$ cat src/rtl/garden_pkg.sv
// Shared types and default timing constants for the garden input conditioner.
// Latency: n/a (types and constants only).
// Backpressure: n/a.
package garden_pkg;

  localparam int GARDEN_DEBOUNCE_CYCLES   = 4;
  localparam int GARDEN_LONG_PRESS_CYCLES = 16;

  typedef enum logic [1:0] {
    IDLE       = 2'd0,
    DB_PRESS   = 2'd1,
    HELD       = 2'd2,
    DB_RELEASE = 2'd3
  } btn_state_t;

endpackage

$ cat src/rtl/garden_input_cond_if.sv
// Raw operator inputs and conditioned event/level outputs of the input conditioner.
// Latency: n/a (wires only).
// Backpressure: none; strobes are fire-and-forget.
interface garden_input_cond_if;

  logic       start_button;
  logic [1:0] switch;
  logic       start_pulse;
  logic       press_held;
  logic       long_pulse;
  logic [1:0] sw_stable;
  logic       mode_change;
  logic [1:0] mode_latched;

  // Consumer/driver side: supplies raw inputs, observes conditioned outputs.
  modport master (
    output start_button, switch,
    input  start_pulse, press_held, long_pulse, sw_stable, mode_change, mode_latched
  );

  // Conditioner side.
  modport slave (
    input  start_button, switch,
    output start_pulse, press_held, long_pulse, sw_stable, mode_change, mode_latched
  );

endinterface

$ cat src/rtl/garden_sync2.sv
// 1-bit two-flop synchroniser with a configurable reset level.
// Latency: 2 clk cycles.
// Backpressure: none.
module garden_sync2 #(
  parameter logic RST_VAL = 1'b0
) (
  input  logic clk,
  input  logic rst_n,
  input  logic d,
  output logic q
);

  logic meta_q, meta_d;
  logic sync_q, sync_d;

  // Next values: a plain shift through the two stages.
  always_comb begin
    meta_d = d;
    sync_d = meta_q;
  end

  // Synchroniser stages, reset to the input's inactive level.
  always_ff @(posedge clk or negedge rst_n) begin
    if (!rst_n) begin
      meta_q <= RST_VAL;
      sync_q <= RST_VAL;
    end else begin
      meta_q <= meta_d;
      sync_q <= sync_d;
    end
  end

  assign q = sync_q;

endmodule

$ cat src/rtl/garden_input_cond.sv
// Synchronise/debounce start button and mode switch into clean strobes and levels; macro GARDEN_LONG_PRESS_EN adds long_pulse.
// Latency: raw press stable from edge 1 gives start_pulse at edge DEBOUNCE_CYCLES+3; switch change at the same edge count.
// Backpressure: none; every output is a free-running registered strobe or level.
module garden_input_cond
  import garden_pkg::*;
#(
  parameter int DEBOUNCE_CYCLES   = GARDEN_DEBOUNCE_CYCLES,
  parameter int LONG_PRESS_CYCLES = GARDEN_LONG_PRESS_CYCLES,
  parameter bit BTN_ACTIVE_LOW    = 1'b1
) (
  input  logic                clk,
  input  logic                rst_n,
  garden_input_cond_if.slave  io
);

  localparam int                CNT_W        = $clog2(DEBOUNCE_CYCLES + 1);
  localparam logic [CNT_W-1:0]  CNT_LAST     = CNT_W'(DEBOUNCE_CYCLES - 1);
  localparam logic              BTN_IDLE_LVL = BTN_ACTIVE_LOW ? 1'b1 : 1'b0;

  // Reject configurations where the long press could fire before debounce completes.
  if (DEBOUNCE_CYCLES < 1 || LONG_PRESS_CYCLES <= DEBOUNCE_CYCLES) begin : g_bad_cfg
    $error("garden_input_cond: invalid DEBOUNCE_CYCLES / LONG_PRESS_CYCLES");
  end

  // ---------------------------------------------------------------------
  // Synchronisers
  // ---------------------------------------------------------------------
  logic       btn_raw_s;
  logic       btn_s;
  logic [1:0] sw_s;

  garden_sync2 #(.RST_VAL(BTN_IDLE_LVL)) u_sync_btn (
    .clk(clk), .rst_n(rst_n), .d(io.start_button), .q(btn_raw_s)
  );
  garden_sync2 #(.RST_VAL(1'b0)) u_sync_sw1 (
    .clk(clk), .rst_n(rst_n), .d(io.switch[1]), .q(sw_s[1])
  );
  garden_sync2 #(.RST_VAL(1'b0)) u_sync_sw0 (
    .clk(clk), .rst_n(rst_n), .d(io.switch[0]), .q(sw_s[0])
  );

  // 1 = pressed regardless of the button's electrical polarity.
  assign btn_s = BTN_ACTIVE_LOW ? ~btn_raw_s : btn_raw_s;

  // ---------------------------------------------------------------------
  // Switch debounce
  // ---------------------------------------------------------------------
  logic [1:0]       sw_prev_q, sw_prev_d;
  logic [CNT_W-1:0] sw_cnt_q, sw_cnt_d;
  logic [1:0]       sw_stable_q, sw_stable_d;
  logic             mode_change_q, mode_change_d;

  // Accept a new switch word only after it has differed from the stable value, unchanged, long enough.
  always_comb begin
    sw_prev_d     = sw_s;
    sw_cnt_d      = sw_cnt_q;
    sw_stable_d   = sw_stable_q;
    mode_change_d = 1'b0;
    if (sw_s == sw_stable_q || sw_s != sw_prev_q) begin
      sw_cnt_d = '0;
    end else if (sw_cnt_q == CNT_LAST) begin
      sw_stable_d   = sw_s;
      mode_change_d = 1'b1;
      sw_cnt_d      = '0;
    end else begin
      sw_cnt_d = sw_cnt_q + CNT_W'(1);
    end
  end

  // Switch debounce state and outputs.
  always_ff @(posedge clk or negedge rst_n) begin
    if (!rst_n) begin
      sw_prev_q     <= 2'b00;
      sw_cnt_q      <= '0;
      sw_stable_q   <= 2'b00;
      mode_change_q <= 1'b0;
    end else begin
      sw_prev_q     <= sw_prev_d;
      sw_cnt_q      <= sw_cnt_d;
      sw_stable_q   <= sw_stable_d;
      mode_change_q <= mode_change_d;
    end
  end

  // ---------------------------------------------------------------------
  // Button FSM
  // ---------------------------------------------------------------------
  btn_state_t       state_q, state_d;
  logic [CNT_W-1:0] cnt_q, cnt_d;
  logic             start_pulse_q, start_pulse_d;
  logic             press_held_q, press_held_d;
  logic [1:0]       mode_latched_q, mode_latched_d;

  // Next state: debounce both press and release; the press strobe also snapshots the pre-update switch word.
  always_comb begin
    state_d        = state_q;
    cnt_d          = cnt_q;
    start_pulse_d  = 1'b0;
    mode_latched_d = mode_latched_q;
    case (state_q)
      IDLE: begin
        if (btn_s) begin
          state_d = DB_PRESS;
          cnt_d   = '0;
        end
      end
      DB_PRESS: begin
        if (!btn_s) begin
          state_d = IDLE;
          cnt_d   = '0;
        end else if (cnt_q == CNT_LAST) begin
          state_d        = HELD;
          cnt_d          = '0;
          start_pulse_d  = 1'b1;
          mode_latched_d = sw_stable_q;
        end else begin
          cnt_d = cnt_q + CNT_W'(1);
        end
      end
      HELD: begin
        if (!btn_s) begin
          state_d = DB_RELEASE;
          cnt_d   = '0;
        end
      end
      DB_RELEASE: begin
        if (btn_s) begin
          state_d = HELD;
        end else if (cnt_q == CNT_LAST) begin
          state_d = IDLE;
          cnt_d   = '0;
        end else begin
          cnt_d = cnt_q + CNT_W'(1);
        end
      end
      default: begin
        state_d = IDLE;
        cnt_d   = '0;
      end
    endcase
    press_held_d = (state_d == HELD) || (state_d == DB_RELEASE);
  end

  // Button FSM state and registered outputs.
  always_ff @(posedge clk or negedge rst_n) begin
    if (!rst_n) begin
      state_q        <= IDLE;
      cnt_q          <= '0;
      start_pulse_q  <= 1'b0;
      press_held_q   <= 1'b0;
      mode_latched_q <= 2'b00;
    end else begin
      state_q        <= state_d;
      cnt_q          <= cnt_d;
      start_pulse_q  <= start_pulse_d;
      press_held_q   <= press_held_d;
      mode_latched_q <= mode_latched_d;
    end
  end

  // ---------------------------------------------------------------------
  // Optional long-press detection
  // ---------------------------------------------------------------------
`ifdef GARDEN_LONG_PRESS_EN
  localparam int               HOLD_W    = $clog2(LONG_PRESS_CYCLES + 1);
  localparam logic [HOLD_W-1:0] HOLD_MAX  = HOLD_W'(LONG_PRESS_CYCLES);
  localparam logic [HOLD_W-1:0] HOLD_LAST = HOLD_W'(LONG_PRESS_CYCLES - 1);

  logic [HOLD_W-1:0] hold_cnt_q, hold_cnt_d;
  logic              long_pulse_q, long_pulse_d;

  // Count HELD cycles (saturating, kept across release bounce) so the strobe fires once per press.
  always_comb begin
    hold_cnt_d   = hold_cnt_q;
    long_pulse_d = 1'b0;
    if (state_q == HELD) begin
      if (hold_cnt_q == HOLD_LAST) begin
        long_pulse_d = 1'b1;
      end
      if (hold_cnt_q != HOLD_MAX) begin
        hold_cnt_d = hold_cnt_q + HOLD_W'(1);
      end
    end else if (state_q == DB_RELEASE && state_d == IDLE) begin
      hold_cnt_d = '0;
    end
  end

  // Long-press counter and strobe.
  always_ff @(posedge clk or negedge rst_n) begin
    if (!rst_n) begin
      hold_cnt_q   <= '0;
      long_pulse_q <= 1'b0;
    end else begin
      hold_cnt_q   <= hold_cnt_d;
      long_pulse_q <= long_pulse_d;
    end
  end

  assign io.long_pulse = long_pulse_q;
`else
  assign io.long_pulse = 1'b0;
`endif

  assign io.start_pulse  = start_pulse_q;
  assign io.press_held   = press_held_q;
  assign io.sw_stable    = sw_stable_q;
  assign io.mode_change  = mode_change_q;
  assign io.mode_latched = mode_latched_q;

endmodule
$ cat src/flat_wrapper.sv
// flat-port wrapper written by rule: the top's interface ports become plain ports
module garden_input_cond_flat import garden_pkg::*;
#(
  parameter int DEBOUNCE_CYCLES   = GARDEN_DEBOUNCE_CYCLES,
  parameter int LONG_PRESS_CYCLES = GARDEN_LONG_PRESS_CYCLES,
  parameter bit BTN_ACTIVE_LOW    = 1'b1
)
  (clk, rst_n, io_start_button, io_switch, io_start_pulse, io_press_held, io_long_pulse, io_sw_stable, io_mode_change, io_mode_latched);
  garden_input_cond_if io_i ();
  input  logic clk;
  input  logic rst_n;
  input wire logic [$bits(io_i.start_button)-1:0] io_start_button;
  input wire logic [$bits(io_i.switch)-1:0] io_switch;
  output wire logic [$bits(io_i.start_pulse)-1:0] io_start_pulse;
  output wire logic [$bits(io_i.press_held)-1:0] io_press_held;
  output wire logic [$bits(io_i.long_pulse)-1:0] io_long_pulse;
  output wire logic [$bits(io_i.sw_stable)-1:0] io_sw_stable;
  output wire logic [$bits(io_i.mode_change)-1:0] io_mode_change;
  output wire logic [$bits(io_i.mode_latched)-1:0] io_mode_latched;
  assign io_i.start_button = io_start_button;
  assign io_i.switch = io_switch;
  assign io_start_pulse = io_i.start_pulse;
  assign io_press_held = io_i.press_held;
  assign io_long_pulse = io_i.long_pulse;
  assign io_sw_stable = io_i.sw_stable;
  assign io_mode_change = io_i.mode_change;
  assign io_mode_latched = io_i.mode_latched;
  garden_input_cond #(.DEBOUNCE_CYCLES(DEBOUNCE_CYCLES), .LONG_PRESS_CYCLES(LONG_PRESS_CYCLES), .BTN_ACTIVE_LOW(BTN_ACTIVE_LOW)) u_core (.clk(clk), .rst_n(rst_n), .io(io_i));
endmodule
$ cat config.mk
export PLATFORM = sky130hd
export DESIGN_NAME = garden_input_cond_flat
export DESIGN_NICKNAME = d
export VERILOG_FILES = /design/src/rtl/garden_pkg.sv /design/src/rtl/garden_input_cond_if.sv /design/src/rtl/garden_sync2.sv /design/src/rtl/garden_input_cond.sv /design/src/flat_wrapper.sv
export SDC_FILE = /design/constraint.sdc
export NUM_CORES = 1
export LEC_CHECK = 0
export BUFFER_PORTS_ARGS = -buffer_cell sky130_fd_sc_hd__buf_2
export CAP_MARGIN = 10
export CORE_ASPECT_RATIO = 0.75
export CORE_MARGIN = 5
export CORE_UTILIZATION = 44
export DETAILED_ROUTE_END_ITERATION = 8
export SETUP_SLACK_MARGIN = 0.05
export SLEW_MARGIN = 20
export SYNTH_ARGS = -nofsm -noshare
export SYNTH_HDL_FRONTEND = slang
export SYNTH_SLANG_ARGS = --single-unit
export TNS_END_PERCENT = 100
$ cat constraint.sdc
create_clock -name clk -period 1.5 [get_ports clk]
set_input_delay 0.15 -clock clk [delete_from_list [all_inputs] [get_ports clk]]
set_output_delay 0.15 -clock clk [all_outputs]
set_load 0.02 [all_outputs]
==> impl_metrics.json <==
{
  "viasPerCell": 4.83,
  "syn_area_per_cell_um2": 13.6,
  "dp.cells": 101,
  "critPathBufInv": 0,
  "vias": 527,
  "cp_slowest_cell": "dfrtp_1",
  "wl_per_cell_um": 11.7,
  "track_usage_pct": 9.23,
  "critPathKind": "reg2reg",
  "p_leak_nw": 0.513,
  "worstPathRequired_ns": 1.70,
  "status": "complete, no violations",
  "synth_edf_count": 0,
  "routed_wl_um": 1270,
  "die_y_um": 49.5,
  "dp_slack_ns": 0.151,
  "slew_viol_final": 0,
  "gp_congestion": 0.671,
  "peakVddDrop_v": 0.000717,
  "p_comb_share_pct": 17.3,
  "antenna_cells": 0,
  "portBuffers": 11,
  "finalCritPeriodShare_pct": 89.0,
  "grt_max_degree": 24,
  "crit_arrival_ns": 1.54,
  "holdBufCountCts": 4,
  "hold_viol_final": 0,
  "drt_pass1_iterations": 3,
  "coreArea_um2": 2000,
  "nets": 93,
  "synth_nets": 74,
  "crit_path_start_kind": "register",
  "swShare_pct": 27.8,
  "die_x_um": 62.6,
  "cts_tree": "built",
  "dp.final_hpwl_um": 922,
  "clockPowerShare_pct": 21.6,
  "worstSkewPairLatency_ns": 0.30,
  "grt_overflow": 0,
  "clock-sinks": 23,
  "cts_buffer_depth": 2,
  "ys_ff_latch": 23,
  "synth.yosys.seq_area_share_pct": 63.3,
  "dieArea_um2": 3100,
  "drtAntennaViolNets": 0,
  "ctsRootBufferMaster": "clkbuf_4",
  "ios": 13,
  "yosysWarnings": 0,
  "powerDensity_nw_per_um2": 1180,
  "seq_power_share_pct": 61.1,
  "antenna_found_initial": 0,
  "stdcell_count": 109,
  "setup_viol": 0,
  "async_reset_ff_share_pct": 100,
  "grt_pass1_vias": 490,
  "rows": 14,
  "path_max_fanout": 5,
  "numCtsBuffers": 3,
  "timing.rr.start": "u_core.cnt_q[0]",
  "drv_cap": 0,
  "min_path_type": "in2async",
  "cts_setup_buffers": 0,
  "syn_to_final_growth_pct": 15.8,
  "max_freq_mhz": 749,
  "route.detailed.drc": 0,
  "p_sw_w": 0.000346,
  "critical_path.max_stage_delay_ns": 0.38,
  "cts_resized": 0,
  "r2r_slack_ns": 0.16,
  "hold-worst-slack_ns": 0.321,
  "cts.clk_slew.worst_paths_ns": 0.12,
  "syn-cell-area_um2": 913,
  "p_int_w": 0.000897,
  "fin_skew_ns": 0.0144,
  "worstSetupEndpointType": "register",
  "start_util_pct": 45.7,
  "postLayoutSetupSlackWorst_ns": 0.164,
  "grt_pass1_wl_um": 2240,
  "r2r-end": "u_core.io.mode_latched[0]",
  "synth_flop_cell": "dfrtp_1",
  "tns_ns": 0,
  "path_delay_family": "flip-flops",
  "ys_types": 29,
  "drtIter0Drc": 6,
  "crit_chain": "ha_1 -> nand3b_4 -> nor3_4 -> mux2_2",
  "finalCriticalPeriod_ns": 1.34,
  "grt_setup_unrepaired": "false",
  "syn-instance-count": 67,
  "htreeDepth": 1,
  "r2r_cells": 4,
  "drive_gt1_share_pct": 27.1
}
synth_stat cells, drive strengths merged, types with 2 or more instances:
cell	instances	area [um^2]
nand2b	4	25.0
xor2	2	17.5
o21ai	2	10.0
nand3b	2	27.5
a31oi	2	12.5
dfrtp	21	526
inv	3	11.3
nor2	4	15.0
nor4b	2	17.5
dfstp	2	52.6
ha	2	25.0
nor3	4	36.3
xnor2	3	26.3
mux2	2	22.5
metal layers:
metal / global-route usage [%] / up-vias / routed length [um]
met2: 13.1 / 15 / 505
met4: 3.18 / 0 / 10
met1: 11.9 / 246 / 642
met5: 0 / - / 0
li1: - / 264 / -
met3: 5.00 / 2 / 112
power groups by stage:
stage,clock (W),sequential (W),combinational [W]
after floorplan,0,0.000774,0.000149
after global placement,0,0.000770,0.000207
after detailed placement,0,0.000773,0.000212
after CTS,0.000288,0.000761,0.000220
after global routing,0.000312,0.000769,0.000242
final,0.000268,0.000760,0.000215
logic make-up after synthesis:
logic type | after synthesis | synth area share (%)
simple gates | 21 | 17.0
mux | 3 | 3.56
xor+xnor | 5 | 4.80
buf+inv | 4 | 2.06
compound gates | 8 | 6.17
flops | 23 | 63.3
fa+ha+maj | 2 | 2.74
other cells | 1 | 0.411
final cells by class:
cell class / count / area [um^2]
Clock buffer: 4 / 26.3
Fill cell: 174 / 940
Inverter: 3 / 11.3
Multi-Input combinational cell: 40 / 317
Sequential cell: 23 / 578
Tap cell: 24 / 30.0
Timing Repair Buffer: 15 / 95.1
flip-flops by register name (all words and copies together) (netlist names), 2 cells and up:
name and cells:
u_core.state_q 2, u_core.io.mode_latched 2, u_core.io.sw_stable 2, u_core.sw_cnt_q 3, u_core.cnt_q 3, u_core.sw_prev_q 2
cell usage in the layout (no fill, tap or decap), drive strengths merged:
cell         instances
nor4b                2
xnor2                3
clkbuf               4
buf                 11
ha                   2
nor3b                1
o21a                 1
dlygate4sd3          4
nor3                 4
conb                 1
inv                  3
xor2                 2
nand2b               4
mux2i                1
o21ai                2
dfrtp               21
a21boi               1
and2                 1
mux2                 2
dfstp                2
nand3b               2
o22ai                1
nand2                1
nand3                1
a31oi                2
o211ai               1
nor2                 4
nor2b                1
stage by stage:
stage,util [%],instance area (um^2),power [W]
finish,52.9,1060,0.00124
global route,52.9,1060,0.00132
CTS,52.9,1060,0.00127
detailed placement,49.6,991,0.000985
global placement,49.6,991,0.000977
floorplan,-,913,0.000923
worst max path at each step:
stage	cells after the start	slack [ns]	end	startpoint
detailed placement	4	0.15	u_core.io.mode_latched[0]	u_core.cnt_q[0]
finish	4	0.16	u_core.io.mode_latched[0]	u_core.cnt_q[0]
global placement	4	0.18	u_core.io.mode_latched[1]	u_core.cnt_q[0]
floorplan	4	0.23	u_core.io.mode_latched[0]	u_core.cnt_q[0]
global route	4	0.08	u_core.io.mode_latched[0]	u_core.cnt_q[0]
CTS	4	0.15	u_core.io.mode_latched[0]	u_core.cnt_q[0]
No activity file was read; power rests on OpenSTA's default activity.
